[src/rtl/piso_pkg.sv]
`default_nettype none
// ----------------------------------------------------------------------------
// piso_pkg : state encoding and counter-width helper for the PISO serializer
// Revision : 1.0
// ----------------------------------------------------------------------------
package piso_pkg;

  typedef enum logic [0:0] {
    ST_IDLE  = 1'b0,
    ST_SHIFT = 1'b1
  } state_e;

  // Bits needed to count 0..n-1, never less than one.
  function automatic int cnt_width(input int n);
    return (n <= 2) ? 1 : $clog2(n);
  endfunction

endpackage
`default_nettype wire

[src/rtl/piso_serializer_bit_prescaler.sv]
`default_nettype none
// ----------------------------------------------------------------------------
// bit_prescaler : counts 0..BIT_CYCLES-1 while enabled, tick on terminal count
// Revision      : 1.0
// ----------------------------------------------------------------------------
module bit_prescaler
  import piso_pkg::*;
#(
  parameter int BIT_CYCLES = 1
) (
  input  logic clk,
  input  logic rst,
  input  logic clear,
  input  logic enable,
  output logic tick
);

  localparam int            CW     = cnt_width(BIT_CYCLES);
  localparam logic [CW-1:0] C_TERM = CW'(BIT_CYCLES - 1);

  logic [CW-1:0] cnt_q;
  logic [CW-1:0] cnt_d;

  assign tick = enable && (cnt_q == C_TERM);

  always_comb begin
    cnt_d = cnt_q;
    if (clear) begin
      cnt_d = '0;
    end else if (enable) begin
      cnt_d = tick ? '0 : cnt_q + CW'(1);
    end
  end

  always_ff @(posedge clk or posedge rst) begin
    if (rst) begin
      cnt_q <= '0;
    end else begin
      cnt_q <= cnt_d;
    end
  end

endmodule
`default_nettype wire

[src/rtl/piso_serializer.sv]
`default_nettype none
// ----------------------------------------------------------------------------
// piso_serializer : valid/ready loaded parallel-in serial-out transmitter
// Revision        : 1.0
// ----------------------------------------------------------------------------
module piso_serializer
  import piso_pkg::*;
#(
  parameter int   WIDTH      = 8,
  parameter int   BIT_CYCLES = 1,
  parameter logic MSB_FIRST  = 1'b1,
  parameter logic IDLE_LEVEL = 1'b0
) (
  input  logic             clk,
  input  logic             rst,
  input  logic [WIDTH-1:0] load_data,
  input  logic             load_valid,
  output logic             load_ready,
  output logic             ser_out,
  output logic             frame,
  output logic             done
);

  localparam int             BW     = cnt_width(WIDTH);
  localparam logic [BW-1:0]  C_LAST = BW'(WIDTH - 1);

  state_e           state_q;
  logic [WIDTH-1:0] sreg_q;
  logic [WIDTH-1:0] sreg_d;
  logic [BW-1:0]    bitcnt_q;
  logic             ser_q;
  logic             frame_q;
  logic             done_q;

  logic             bit_tick;
  logic             end_of_frame;
  logic             accept;
  logic             first_bit;
  logic             next_bit;

  assign end_of_frame = (state_q == ST_SHIFT) && bit_tick && (bitcnt_q == C_LAST);
  assign load_ready   = (state_q == ST_IDLE) || end_of_frame;
  assign accept       = load_valid && load_ready;

  bit_prescaler #(
    .BIT_CYCLES (BIT_CYCLES)
  ) u_prescaler (
    .clk    (clk),
    .rst    (rst),
    .clear  (accept),
    .enable (state_q == ST_SHIFT),
    .tick   (bit_tick)
  );

  // Rotate rather than shift so every register bit feeds the next state.
  if (MSB_FIRST) begin : g_msb_first
    assign sreg_d    = {sreg_q[WIDTH-2:0], sreg_q[WIDTH-1]};
    assign first_bit = load_data[WIDTH-1];
    assign next_bit  = sreg_d[WIDTH-1];
  end else begin : g_lsb_first
    assign sreg_d    = {sreg_q[0], sreg_q[WIDTH-1:1]};
    assign first_bit = load_data[0];
    assign next_bit  = sreg_d[0];
  end

  always_ff @(posedge clk or posedge rst) begin
    if (rst) begin
      state_q  <= ST_IDLE;
      sreg_q   <= '0;
      bitcnt_q <= '0;
      ser_q    <= IDLE_LEVEL;
      frame_q  <= 1'b0;
      done_q   <= 1'b0;
    end else begin
      done_q <= end_of_frame;
      if (accept) begin
        state_q  <= ST_SHIFT;
        sreg_q   <= load_data;
        bitcnt_q <= '0;
        ser_q    <= first_bit;
        frame_q  <= 1'b1;
      end else if (end_of_frame) begin
        state_q <= ST_IDLE;
        ser_q   <= IDLE_LEVEL;
        frame_q <= 1'b0;
      end else if ((state_q == ST_SHIFT) && bit_tick) begin
        sreg_q   <= sreg_d;
        bitcnt_q <= bitcnt_q + BW'(1);
        ser_q    <= next_bit;
      end
    end
  end

  assign ser_out = ser_q;
  assign frame   = frame_q;
  assign done    = done_q;

endmodule
`default_nettype wire

[config.mk]
export PLATFORM = sky130hd
export DESIGN_NAME = piso_serializer
export DESIGN_NICKNAME = d
export VERILOG_FILES = /design/src/rtl/piso_pkg.sv /design/src/rtl/piso_serializer_bit_prescaler.sv /design/src/rtl/piso_serializer.sv
export SDC_FILE = /design/constraint.sdc
export NUM_CORES = 1
export LEC_CHECK = 0
export ABC_AREA = 1
export BUFFER_PORTS_ARGS = -buffer_cell sky130_fd_sc_hd__buf_2
export CAP_MARGIN = 20
export CORE_MARGIN = 10
export CORE_UTILIZATION = 52
export DETAILED_ROUTE_END_ITERATION = 6
export PLACE_DENSITY = 0.79
export SLEW_MARGIN = 20
export SYNTH_ARGS = -nofsm -noshare
export SYNTH_HDL_FRONTEND = slang
export SYNTH_HIERARCHICAL = 1
export SYNTH_SLANG_ARGS = --single-unit
[constraint.sdc]
create_clock -name clk -period 1.7 [get_ports clk]
set_clock_uncertainty 0.2 [all_clocks]
set_input_delay 0.17 -clock clk [delete_from_list [all_inputs] [get_ports clk]]
set_output_delay 0.17 -clock clk [all_outputs]
set_load 0.02 [all_outputs]
==> results list <==
- Startpoint class of the critical path: register
* Highest Clock Rate: 0.5610 GHz
- Via count of the first global-routing pass: 708
- Min Clock Period, post-route: 1783 ps
* Effective utilization at floorplan: 54.03%
- Input and output buffers added on the ports amount to 14.
- The die covers 0.003521 mm2.
- Largest net degree at the start of global routing: 15
- The number of antenna violations at the first check in global routing is 0.
- The repair_antennas step left the layout with diodes totalling 0.
- Clock-pin slew was measured on the worst setup and hold paths at 90 ps.
* Post-place setup slack: -11.87 ps
- Violations in the final reports: setup timing
- Crit end category: output port
- The min-delay analysis places its worst path in the category in2reg.
* Setup WS post-layout: -82.57 ps
- Synthesis instantiated 15 different standard cells from the library.
- During synthesis, Yosys emitted a total of 6 warnings.
* Top-level I/O count: 15
* Total count of hold-check failures in the final report: 0
- The synthesized netlist devotes 3.110% of its cell area to adder and majority cells.
* Layout Nets: 147
* Worst relative slew slack: 64.60%
* Final period utilization: 104.9%
* Most frequent standard cell in the layout excluding fill and tap cells: nand2_1
* Max-capacitance violation count: 0
- After synthesis the cells add up to 804.5 um2.
- Worst Tran Pin Value: 530.4 ps
* Placer Congestion: 0.7945
- Number of failing setup endpoints in the final timing report: 7
- For the worst setup path, the data required time is 1330 ps.
* Std-Cell Core Area: 0.001489 mm2
- Routed via count: 739
- Detailed placement ended at an HPWL of 1.289 mm.
* Synth-to-Final Area Change: 28.46%
- GRT Overall Usage: 10.53%
- Family with the most delay on the worst path: flip-flops
- Path type of the worst setup path: reg2out
* Ratio of cells with drive above 1 in the final layout: 29.32%
- In this run the vertical extent of the chip is 59.34 um.
* Placement row count: 14
* R2R Path Start: bitcnt_q[1]
- The top cell types in the final layout, fill and taps aside, are nand2_1 (35), inv_1 (25), dfrtp_1 (15).
- The worst hold path begins at load_data[2].
- Die span in x: 59.34 um
- Clock sink count: 15
- The first TritonRoute pass finished after 4 iterations.
* Total wire length after detailed routing: 2.004 mm
* IR drop worst, VDD: 0.8987 mV
- Combinational family with the most area after synthesis: simple AND/OR/NAND/NOR gates
- Data arrives at the worst endpoint at 1410 ps.
- In this run the number of H-tree levels came out at 1.
* Maximum fanout along the worst path: 2
* Max Slew Vio Count: 0
- Cell count after synthesis: 111
- Post-Layout Cell Count: 149
- Each instance of the synthesized netlist takes up on average 7.248 um2.
* Xor-xnor portion of the synthesized cell area: 0%
- Clock tree from TritonCTS: built
- The clock reaches the later pin of the worst-skew pair after 280 ps.
* Buf+Inv Stages, Crit Path: 2
* Clock root buffer: clkbuf_4
- The detail route stage leaves a number of antenna-violating nets equal to 0.
- Clock tree synthesis inserted a total of 3 buffers.
- The first routing iteration left 9 violations.
- Clock tree buffer depth: 2
* Fin Setup TNS: -234.8 ps
- The largest single stage delay on the critical path is 400 ps.
- Sequential elements use 46.66% of the synthesized area.
* Via count normalized by instance count: 4.960
* Remaining global-route overflow: 0
* First-pass GRT wire length: 2.946 mm
- Leakage dissipation: 0.0006263 uW
* Flip-flop and latch area: 375.4 um2
* FF+latch count, synth: 15
* Area taken by multi-input logic gates: 374.1 um2
- Result of the run: finished with violations
- The critical path starts at bitcnt_q[1].
* Ratio of total power to cell area: 1816 mW/mm2
* Total placed cells including tap cells: 141
* Slowest cell on the critical path: dfrtp_1
* Most common cell type on the critical path: buf_6
- Average wire length per cell after detail routing: 13.45 um
- Synthesized netlist net count: 124
* Fillcell total: 119
- DRC violations left: 0
* Worst path cell trace: ha_2 > ha_4 > nand3_4 > nand2_2 > buf_6 > buf_6
- Post-synthesis mux area share: 0%
- Synth Area in Compound Gates: 2.488%
* Unrepaired setup endpoints after global routing: yes
- The synthesized netlist devotes 32.66% of its cell area to simple gates.
-- worst min-delay path, stage by stage --
cell and delay, ps:
buf_2 70, inv_1 30, nand3_1 60, nand3_1 70, nand2_1 60
-- synth_stat cells --
cell / number / share of area, %
buf_6: 1 / 1.4
buf_4: 1 / 0.93
o21ai_1: 1 / 0.62
nand3_1: 16 / 10
ha_1: 2 / 3.1
inv_1: 25 / 12
o21ai_0: 3 / 1.9
inv_2: 1 / 0.47
buf_2: 1 / 0.62
nor2_2: 2 / 1.6
nand3_2: 1 / 1.2
dfrtp_1: 15 / 47
nor2_1: 4 / 1.9
nand2_1: 37 / 17
or2_2: 1 / 0.78
-- kinds of logic (layout without fill, tap and decap cells) --
group                    after synthesis  in the layout
adder cells (fa/ha/maj)                2              2
AND/OR/NAND/NOR                       61             61
buffers and inverters                 29             51
flip-flops                            15             15
AO/OA/AOI/OAI                          4              4
-- area by class of cell --
cell class                 count  area share [%]
multi-input combinational     67           36.20
timing repair buffer          21           13.44
sequential                    15           36.32
clock inverter                 1          0.4843
clock buffer                   3           2.179
inverter                      26           9.443
tap                           16           1.937
-- flip-flops by register name, indices dropped and copies added (netlist names) --
name and count:
bitcnt_q 3, done 1, frame 1, ser_out 1, sreg_q 8, u_prescaler/cnt_q 1
-- final timing paths --
check	slack, ps	cells after the start	endpoint
max	-80	6	load_ready
min	9	5	sreg_q[2]
max reg2reg	-40	8	sreg_q[3]
min reg2reg	290	2	ser_out
max in group asynchronous	690	3	sreg_q[2]
min in group asynchronous	60	3	u_prescaler/cnt_q
-- where the power goes --
part / switching, uW / internal [uW]
Clock: 121 / 87.4
Sequential: 92.0 / 522
Combinational: 629 / 425
-- metal layers --
layer	vias up	track usage, %	wire length, um
met1	330	12.48	847
met5	-	0	0
met3	10	2.361	111
met4	0	4.262	63
li1	374	-	-
met2	25	17.68	981
-- per-stage QoR --
stage / area (um2) / utilization [%] / hold slack (ps) / power (uW)
global placement: 893.4 / 60.00 / -185.2 / 1380
floorplan: 804.5 / - / -301.3 / 1215
detailed placement: 893.4 / 60.00 / -180.4 / 1430
global route: 1033 / 69.41 / 41.23 / 2035
finish: 1033 / 69.41 / 8.849 / 1876
CTS: 992.2 / 66.64 / 6.254 / 1768
-- what timing repair did --
action / CTS / global route
setup buffers: 3 / 0
pin swaps: 1 / 4
hold buffers: 1 / 0
gates resized for setup: 10 / 8
endpoints found under the hold margin: 15 / 0
setup endpoints to repair: 6 / 9
(Power assumes the default switching activity.)
